[config.mk]
export PLATFORM = sky130hd
export DESIGN_NAME = pipeline_hazard_ctrl
export DESIGN_NICKNAME = d
export VERILOG_FILES = /design/src/rtl/pipeline_hazard_ctrl.sv
export SDC_FILE = /design/constraint.sdc
export NUM_CORES = 1
export LEC_CHECK = 0
export BUFFER_PORTS_ARGS = -buffer_cell sky130_fd_sc_hd__buf_2
export CAP_MARGIN = 20
export CORE_UTILIZATION = 55
export DETAILED_ROUTE_END_ITERATION = 8
export MAX_ROUTING_LAYER = met4
export PLACE_DENSITY_LB_ADDON = 0.08
export SLEW_MARGIN = 30
export SYNTH_ARGS = -nofsm -noshare
export SYNTH_HDL_FRONTEND = slang
export SYNTH_SLANG_ARGS = --single-unit
[constraint.sdc]
create_clock -name clk -period 4.05 [get_ports clk]
set_input_delay 0.405 -clock clk [delete_from_list [all_inputs] [get_ports clk]]
set_output_delay 0.405 -clock clk [all_outputs]
set_load 0.03 [all_outputs]
[src/rtl/pipeline_hazard_ctrl.sv]
// rtl/pipeline_hazard_ctrl.sv - five-stage pipeline hazard/sequencing controller
// Handles load-use stalls, EX-resolved redirects and multi-cycle mul/div waits.
module pipeline_hazard_ctrl #(
   parameter int MD_TIMEOUT = 64,
   parameter int CNT_W      = 16
) (
   input  logic             clk,
   input  logic             reset,
   input  logic [4:0]       id_rs1,
   input  logic [4:0]       id_rs2,
   input  logic             id_uses_rs2,
   input  logic [4:0]       ex_rd,
   input  logic             ex_mem_read,
   input  logic             ex_branch_taken,
   input  logic             id_muldiv,
   input  logic             md_done,
   output logic             md_start,
   output logic             pc_write,
   output logic             if_id_stall,
   output logic             if_flush,
   output logic             id_ex_flush,
   output logic             md_error,
   output logic [CNT_W-1:0] stall_cycles,
   output logic [CNT_W-1:0] flush_events
);

   localparam int TO_W = $clog2(MD_TIMEOUT + 1);

   typedef enum logic {RUN, MD_WAIT} state_t;

   state_t          state, state_next;
   logic [TO_W-1:0] to_cnt;
   logic            luh;
   logic            md_timeout;

   assign luh = ex_mem_read && (ex_rd != 5'd0) &&
                ((ex_rd == id_rs1) || (id_uses_rs2 && (ex_rd == id_rs2)));

   assign md_timeout = (to_cnt == TO_W'(MD_TIMEOUT - 1)) && !md_done;

   always_comb begin
      state_next  = state;
      pc_write    = 1'b1;
      if_id_stall = 1'b0;
      if_flush    = 1'b0;
      id_ex_flush = 1'b0;
      md_start    = 1'b0;
      if (reset) begin
         pc_write    = 1'b0;
         if_flush    = 1'b1;
         id_ex_flush = 1'b1;
         state_next  = RUN;
      end else begin
         case (state)
            RUN: begin
               // A taken redirect squashes whatever hazard ID was reporting.
               if (ex_branch_taken) begin
                  if_flush    = 1'b1;
                  id_ex_flush = 1'b1;
               end else if (luh) begin
                  pc_write    = 1'b0;
                  if_id_stall = 1'b1;
                  id_ex_flush = 1'b1;
               end else if (id_muldiv) begin
                  md_start    = 1'b1;
                  pc_write    = 1'b0;
                  if_id_stall = 1'b1;
                  id_ex_flush = 1'b1;
                  state_next  = MD_WAIT;
               end
            end
            MD_WAIT: begin
               if (md_done || md_timeout) begin
                  state_next = RUN;
               end else begin
                  pc_write    = 1'b0;
                  if_id_stall = 1'b1;
                  id_ex_flush = 1'b1;
               end
            end
            default: state_next = RUN;
         endcase
      end
   end

   always_ff @(posedge clk) begin
      if (reset) begin
         state        <= RUN;
         to_cnt       <= '0;
         md_error     <= 1'b0;
         stall_cycles <= '0;
         flush_events <= '0;
      end else begin
         state <= state_next;
         // RUN keeps the timeout counter cleared so MD_WAIT always starts at 0.
         if (state == RUN)
            to_cnt <= '0;
         else
            to_cnt <= to_cnt + TO_W'(1);
         if ((state == MD_WAIT) && md_timeout)
            md_error <= 1'b1;
         if (!pc_write && (stall_cycles != '1))
            stall_cycles <= stall_cycles + CNT_W'(1);
         if (if_flush && (flush_events != '1))
            flush_events <= flush_events + CNT_W'(1);
      end
   end

endmodule

==> impl_metrics.toml, run 1 <==
[setup_path]
crit_fanout = 32
endpoint = "pc_write"
r2r_cells = 7
r2r_setup_slack_ns = 1.40
critPathKind = "reg -> out"
reg2reg_to = "stall_cycles[9]"
cp-end-kind = "output pin"
cp.arrival_ns = 2.56
crit_start = "to_cnt[0]"
cp-start-kind = "flip-flop"
required_ns = 3.64
r2r-start = "to_cnt[0]"

[cells_and_area]
multi_input_area_sq_um = 1180
regArea_sq_um = 821
area_growth_pct = 18.8
final_common_cell = "buf_2"
n_antenna_cell = 0
fin_nets = 323
final_cells = 344
final_cell_mix = "59 x buf_2, 41 x dfxtp_1, 30 x nor2_1"
nFillCells = 338
drive_gt1_share_pct = 23.8

[logic_synthesis]
synth-seq-cells = 41
syn_area_sq_um = 2070
synth_nets = 267
synthArstFlopShare_pct = 0
seq_area_frac_synth_pct = 39.7
synth.avg_cell_area_sq_um = 8.54
synthDistinctLibCells = 42
syn_inst = 242
synthFlopType = "dfxtp_1"
yosysWarnings = 0
synth_edf_count = 0

[clock_network]
cts_resized = 0
cts_tree = "yes"
clock-sinks = 41
h-tree-depth = 2
clk_pin_slew_ns = 0.07
insertion_delay_ns = 0.28
cts_made_buffers = 5
clockRootBuffer = "clkbuf_8"
postCtsHoldBufs = 0
post_cts_buffers = 0
ctsLongestPathBuffers = 2

[floorplanning]
rows = 21
die_x_um = 63.3
dieArea_sq_um = 4010
core-area_sq_um = 3470
start_util_pct = 59.6
die_h_um = 63.3
ios = 60

[grt]
grt_pass1_wl_mm = 7.07
grt_usage_pct = 22.8
grt_pass1_vias = 1576
antenna_found_initial = 0
grt_max_degree = 42
grt_overflow = 0

[drt]
drt-total-wl_mm = 4.29
first_pass_iters = 4
drtIter0Drc = 115
via_per_inst = 5.56
wl_per_cell_um = 12.5
final_antenna_net_count = 0
route.vias.total = 1913
drc = 0

[sta]
timing.slew.headroom_pct = 39.2
rsz0062_at_grt = "false"
max_clock_freq_mhz = 337
fin_crit_sh_pct = 73.3
setup_ws_ns = 1.08
worst_slew_pin_slew_ns = 0.906
finClkSkew_ns = 0.00496
hold_violations = 0
drv_slew = 0
min_period_ns = 2.97
setup_tns_ns = 0
setup_viol_count_final = 0

[place]
gp_congestion = 0.747
placed_cells = 337
post-place-ws_ns = 1.32
port_buffers = 59
place_hpwl_mm = 3.04

[run_status]
status = "completed"

[hold_path]
worstHoldStart = "to_cnt[0]"
hp-class = "reg -> reg"

[pwr]
ir_drop_v = 0.000219
p_leak_nw = 0.996
fin_total_pwr_mw = 0.774
cellPowerDensity_nw_per_um2 = 315

[flow_run]
cap_violations = 0
-- worst max-delay path: stages (launching register included) --
cell     delay, ns
dfxtp_1       0.35
ha_1          0.21
nand3_1       0.11
or3_1         0.36
nand2_1       0.16
o211a_1       0.68
or2_2         0.22
buf_2         0.19
-- report_power, final --
part / total [mW] / internal, mW / switching [mW]
registers: 0.417 / 0.410 / 0.00731
clock network: 0.263 / 0.135 / 0.128
logic: 0.0936 / 0.0325 / 0.0611
total: 0.774 / 0.578 / 0.197
-- metal layers --
layer | track usage [%] | vias to the layer above | wire (um)
met5 | - | - | 0
met4 | 7.67 | 0 | 38
met3 | 5.62 | 4 | 178
met2 | 37.1 | 33 | 2130
met1 | 27.4 | 884 | 1940
li1 | - | 992 | -
-- Yosys cell counts, types with 2 or more instances --
library cell   n  area (sq um)
o31ai_1       13          97.6
ha_1           3          37.5
a211oi_1       3          22.5
or3_1          3          18.8
or4_1         14           105
and2_1         2          12.5
nor2_1        30           113
inv_1          5          18.8
clkbuf_1       4          15.0
dfxtp_1       41           821
a21oi_1       21           105
xnor2_1        5          43.8
nand2_1       14          52.6
nand4_1        7          43.8
and3_1         2          12.5
nor3_1         4          20.0
buf_2          4          20.0
and4_1         3          26.3
nand3_1       15          75.1
o21ai_0        5          25.0
xor2_1        23           201
-- cells by family after synthesis --
logic type      count (synthesis)  share of synthesized area, %
simple gates                  105                          27.7
compound gates                 48                          14.5
flops                          41                          39.7
xor+xnor                       28                          11.9
buf+inv                        15                          3.39
fa+ha+maj                       3                          1.82
mux                             2                          1.03
-- per-stage QoR --
stage / hold slack (ns) / util [%] / instance area, sq um
after floorplan: 0.418 / - / 2070
after global placement: 0.433 / 68.3 / 2370
after detailed placement: 0.440 / 68.3 / 2370
after CTS: 0.450 / 70.8 / 2450
after global routing: 0.483 / 70.8 / 2450
final: 0.446 / 70.8 / 2450
-- cell type report --
type / instances / area share, %
clock buffers: 7 / 3.52
inverters: 5 / 0.765
multi-input cells: 186 / 47.9
flip-flops and latches: 41 / 33.4
well taps: 46 / 2.34
repair buffers: 59 / 12.0
-- registers in the layout, summed over array words and instances, names as in the netlist --
| register | flops |
|---|---|
| md_error | 1 |
| stall_cycles | 16 |
| state | 1 |
| to_cnt | 7 |
| flush_events | 16 |
-- worst min path at each step --
stage                end  cells past startpoint  slack [ns]
2_1_floorplan  to_cnt[0]                      1        0.42
5_1_grt        to_cnt[0]                      1        0.48
3_5_place_dp   to_cnt[0]                      1        0.44
3_3_place_gp   to_cnt[0]                      1        0.43
4_1_cts        to_cnt[0]                      1        0.45
6_report       to_cnt[0]                      1        0.45
Note: power is estimated with default switching activity, not from simulation.
==> run 2, diff against run 1 <==
--- a/config.mk
+++ b/config.mk
@@ -7,7 +7,7 @@
 export LEC_CHECK = 0
 export BUFFER_PORTS_ARGS = -buffer_cell sky130_fd_sc_hd__buf_2
 export CAP_MARGIN = 20
-export CORE_UTILIZATION = 55
+export CORE_UTILIZATION = 46
 export DETAILED_ROUTE_END_ITERATION = 8
 export MAX_ROUTING_LAYER = met4
 export PLACE_DENSITY_LB_ADDON = 0.08
==> constraint.sdc (replaced) <==
create_clock -name clk -period 2.5 [get_ports clk]
set_input_delay 0.25 -clock clk [delete_from_list [all_inputs] [get_ports clk]]
set_output_delay 0.25 -clock clk [all_outputs]
set_load 0.03 [all_outputs]
==> run 2 against run 1 <==
Via count is 1.7% higher. Register-to-register slack worse by 1.1 ns. Sequential share of layout area is 1.2 points lower. Largest power group unchanged. Highest routed layer unchanged. Largest cell class unchanged. Final area is 3.6% higher. Global-route usage is 2.9 points lower.
==> impl_metrics.toml, run 2 (synthesis results as in run 1) <==
[cells_and_area]
final_cell_mix = "59 x buf_2, 41 x dfxtp_1, 30 x nor2_1"
area_growth_pct = 23.0
n_antenna_cell = 0
drive_gt1_share_pct = 26.7
design_area_sq_um = 2540
reg.largest.list = "flush_events (16), stall_cycles (16), to_cnt (7)"
final_common_cell = "buf_2"
nFillCells = 418
fin_nets = 332

[clock_network]
h-tree-depth = 2
insertion_delay_ns = 0.29
ctsLongestPathBuffers = 2
clock-sinks = 41
cts_made_buffers = 5
postCtsHoldBufs = 0
clk_pin_slew_ns = 0.07
cts_tree = "yes"
clockRootBuffer = "clkbuf_8"

[floorplanning]
ios = 60
die_h_um = 69.0
rows = 24
die_x_um = 69.0
start_util_pct = 47.8
core-area_sq_um = 4320
dieArea_sq_um = 4770

[place]
place_area_sq_um = 2440
gp_congestion = 0.740
port_buffers = 59
place_hpwl_mm = 3.25

[sta]
setup_viol_count_final = 0
hold_violations = 0
setup_tns_ns = 0
worst_slew_pin_slew_ns = 0.682
max_clock_freq_mhz = 428
drv_slew = 0
fin_crit_sh_pct = 93.4
finClkSkew_ns = 0.00477
min_period_ns = 2.33
rsz0062_at_grt = "false"
worst_hold_slack_ns = 0.294
timing.slew.headroom_pct = 54.3

[setup_path]
required_ns = 2.25
cp.arrival_ns = 2.08
critPathKind = "reg -> out"
crit_fanout = 14
cp-start-kind = "flip-flop"
cp-end-kind = "output pin"

[pwr]
cellPowerDensity_nw_per_um2 = 499
ir_drop_v = 0.000327
p_leak_nw = 1.04

[grt]
antenna_found_initial = 0
grt_overflow = 0
grt_max_degree = 28
grt_pass1_wl_mm = 7.51
grt_pass1_vias = 1707
grt_usage_pct = 19.9

[run_status]
status = "completed"

[drt]
first_pass_iters = 4
route.vias.total = 1945
wl_per_cell_um = 12.2
final_antenna_net_count = 0
via_per_inst = 5.42
drt-total-wl_mm = 4.36
drc = 0
drtIter0Drc = 98

[hold_path]
hp-class = "in -> reg"

[flow_run]
cap_violations = 0
==> run 2: changes by cell type in the layout (fill, tap and decap cells not counted) <==
cell / delta
a211oi_1: -1
a211oi_2: +1
buf_4: +9
o211a_1: -1
o211a_4: +1
==> run 2: per-layer routing <==
metal	track usage, %	routed length (um)	vias to the layer above
li1	-	-	1009
met5	-	0	-
met2	30.6	1940	41
met4	5.44	47	0
met1	25.4	2170	889
met3	5.70	205	6
==> run 2: worst max-delay path, cell delays in order (launching register included) <==
cell	delay [ns]
dfxtp_1	0.36
ha_1	0.21
nand3_1	0.12
or3_1	0.36
nand2_1	0.18
o211a_4	0.26
or2_2	0.13
buf_2	0.19
==> run 2: path summary, 6_finish.rpt <==
kind | startpoint | endpoint | slack, ns | depth (start not counted)
worst min-delay path | reset | flush_events[15] | 0.29 | 2
worst min register to register | to_cnt[0] | to_cnt[0] | 0.45 | 1
worst max-delay path | to_cnt[0] | pc_write | 0.17 | 7
worst max register to register | to_cnt[0] | stall_cycles[3] | 0.33 | 8
==> run 2: stage by stage <==
stage	util [%]	instances	setup slack [ns]	total power, mW
after floorplan	-	242	0.171	0.797
after global placement	56.5	352	0.226	0.853
after detailed placement	56.5	352	0.167	0.854
after CTS	58.5	359	0.0458	1.28
after global routing	58.8	359	0.0121	1.33
final	58.8	359	0.165	1.27
==> run 2: timing repair <==
item / in CTS / in global routing
hold endpoints to repair: 0 / 0
setup endpoints to repair: 1 / 1
buffers inserted: 0 / 0
gates resized for setup: 1 / 1
==> run 2: layout make-up <==
class | count | area (sq um) | area share, %
Multi-Input combinational cell | 186 | 1190 | 46.8
Sequential cell | 41 | 821 | 32.3
Timing Repair Buffer | 68 | 363 | 14.3
Clock buffer | 7 | 86.3 | 3.40
Tap cell | 52 | 65.1 | 2.56
Inverter | 5 | 18.8 | 0.738
==> run 2: power by group <==
part / internal [mW] / switching, mW / leakage [nW] / total, mW
clock network: 0.219 / 0.208 / 0.0443 / 0.427
registers: 0.664 / 0.0122 / 0.331 / 0.676
logic: 0.0628 / 0.102 / 0.663 / 0.164
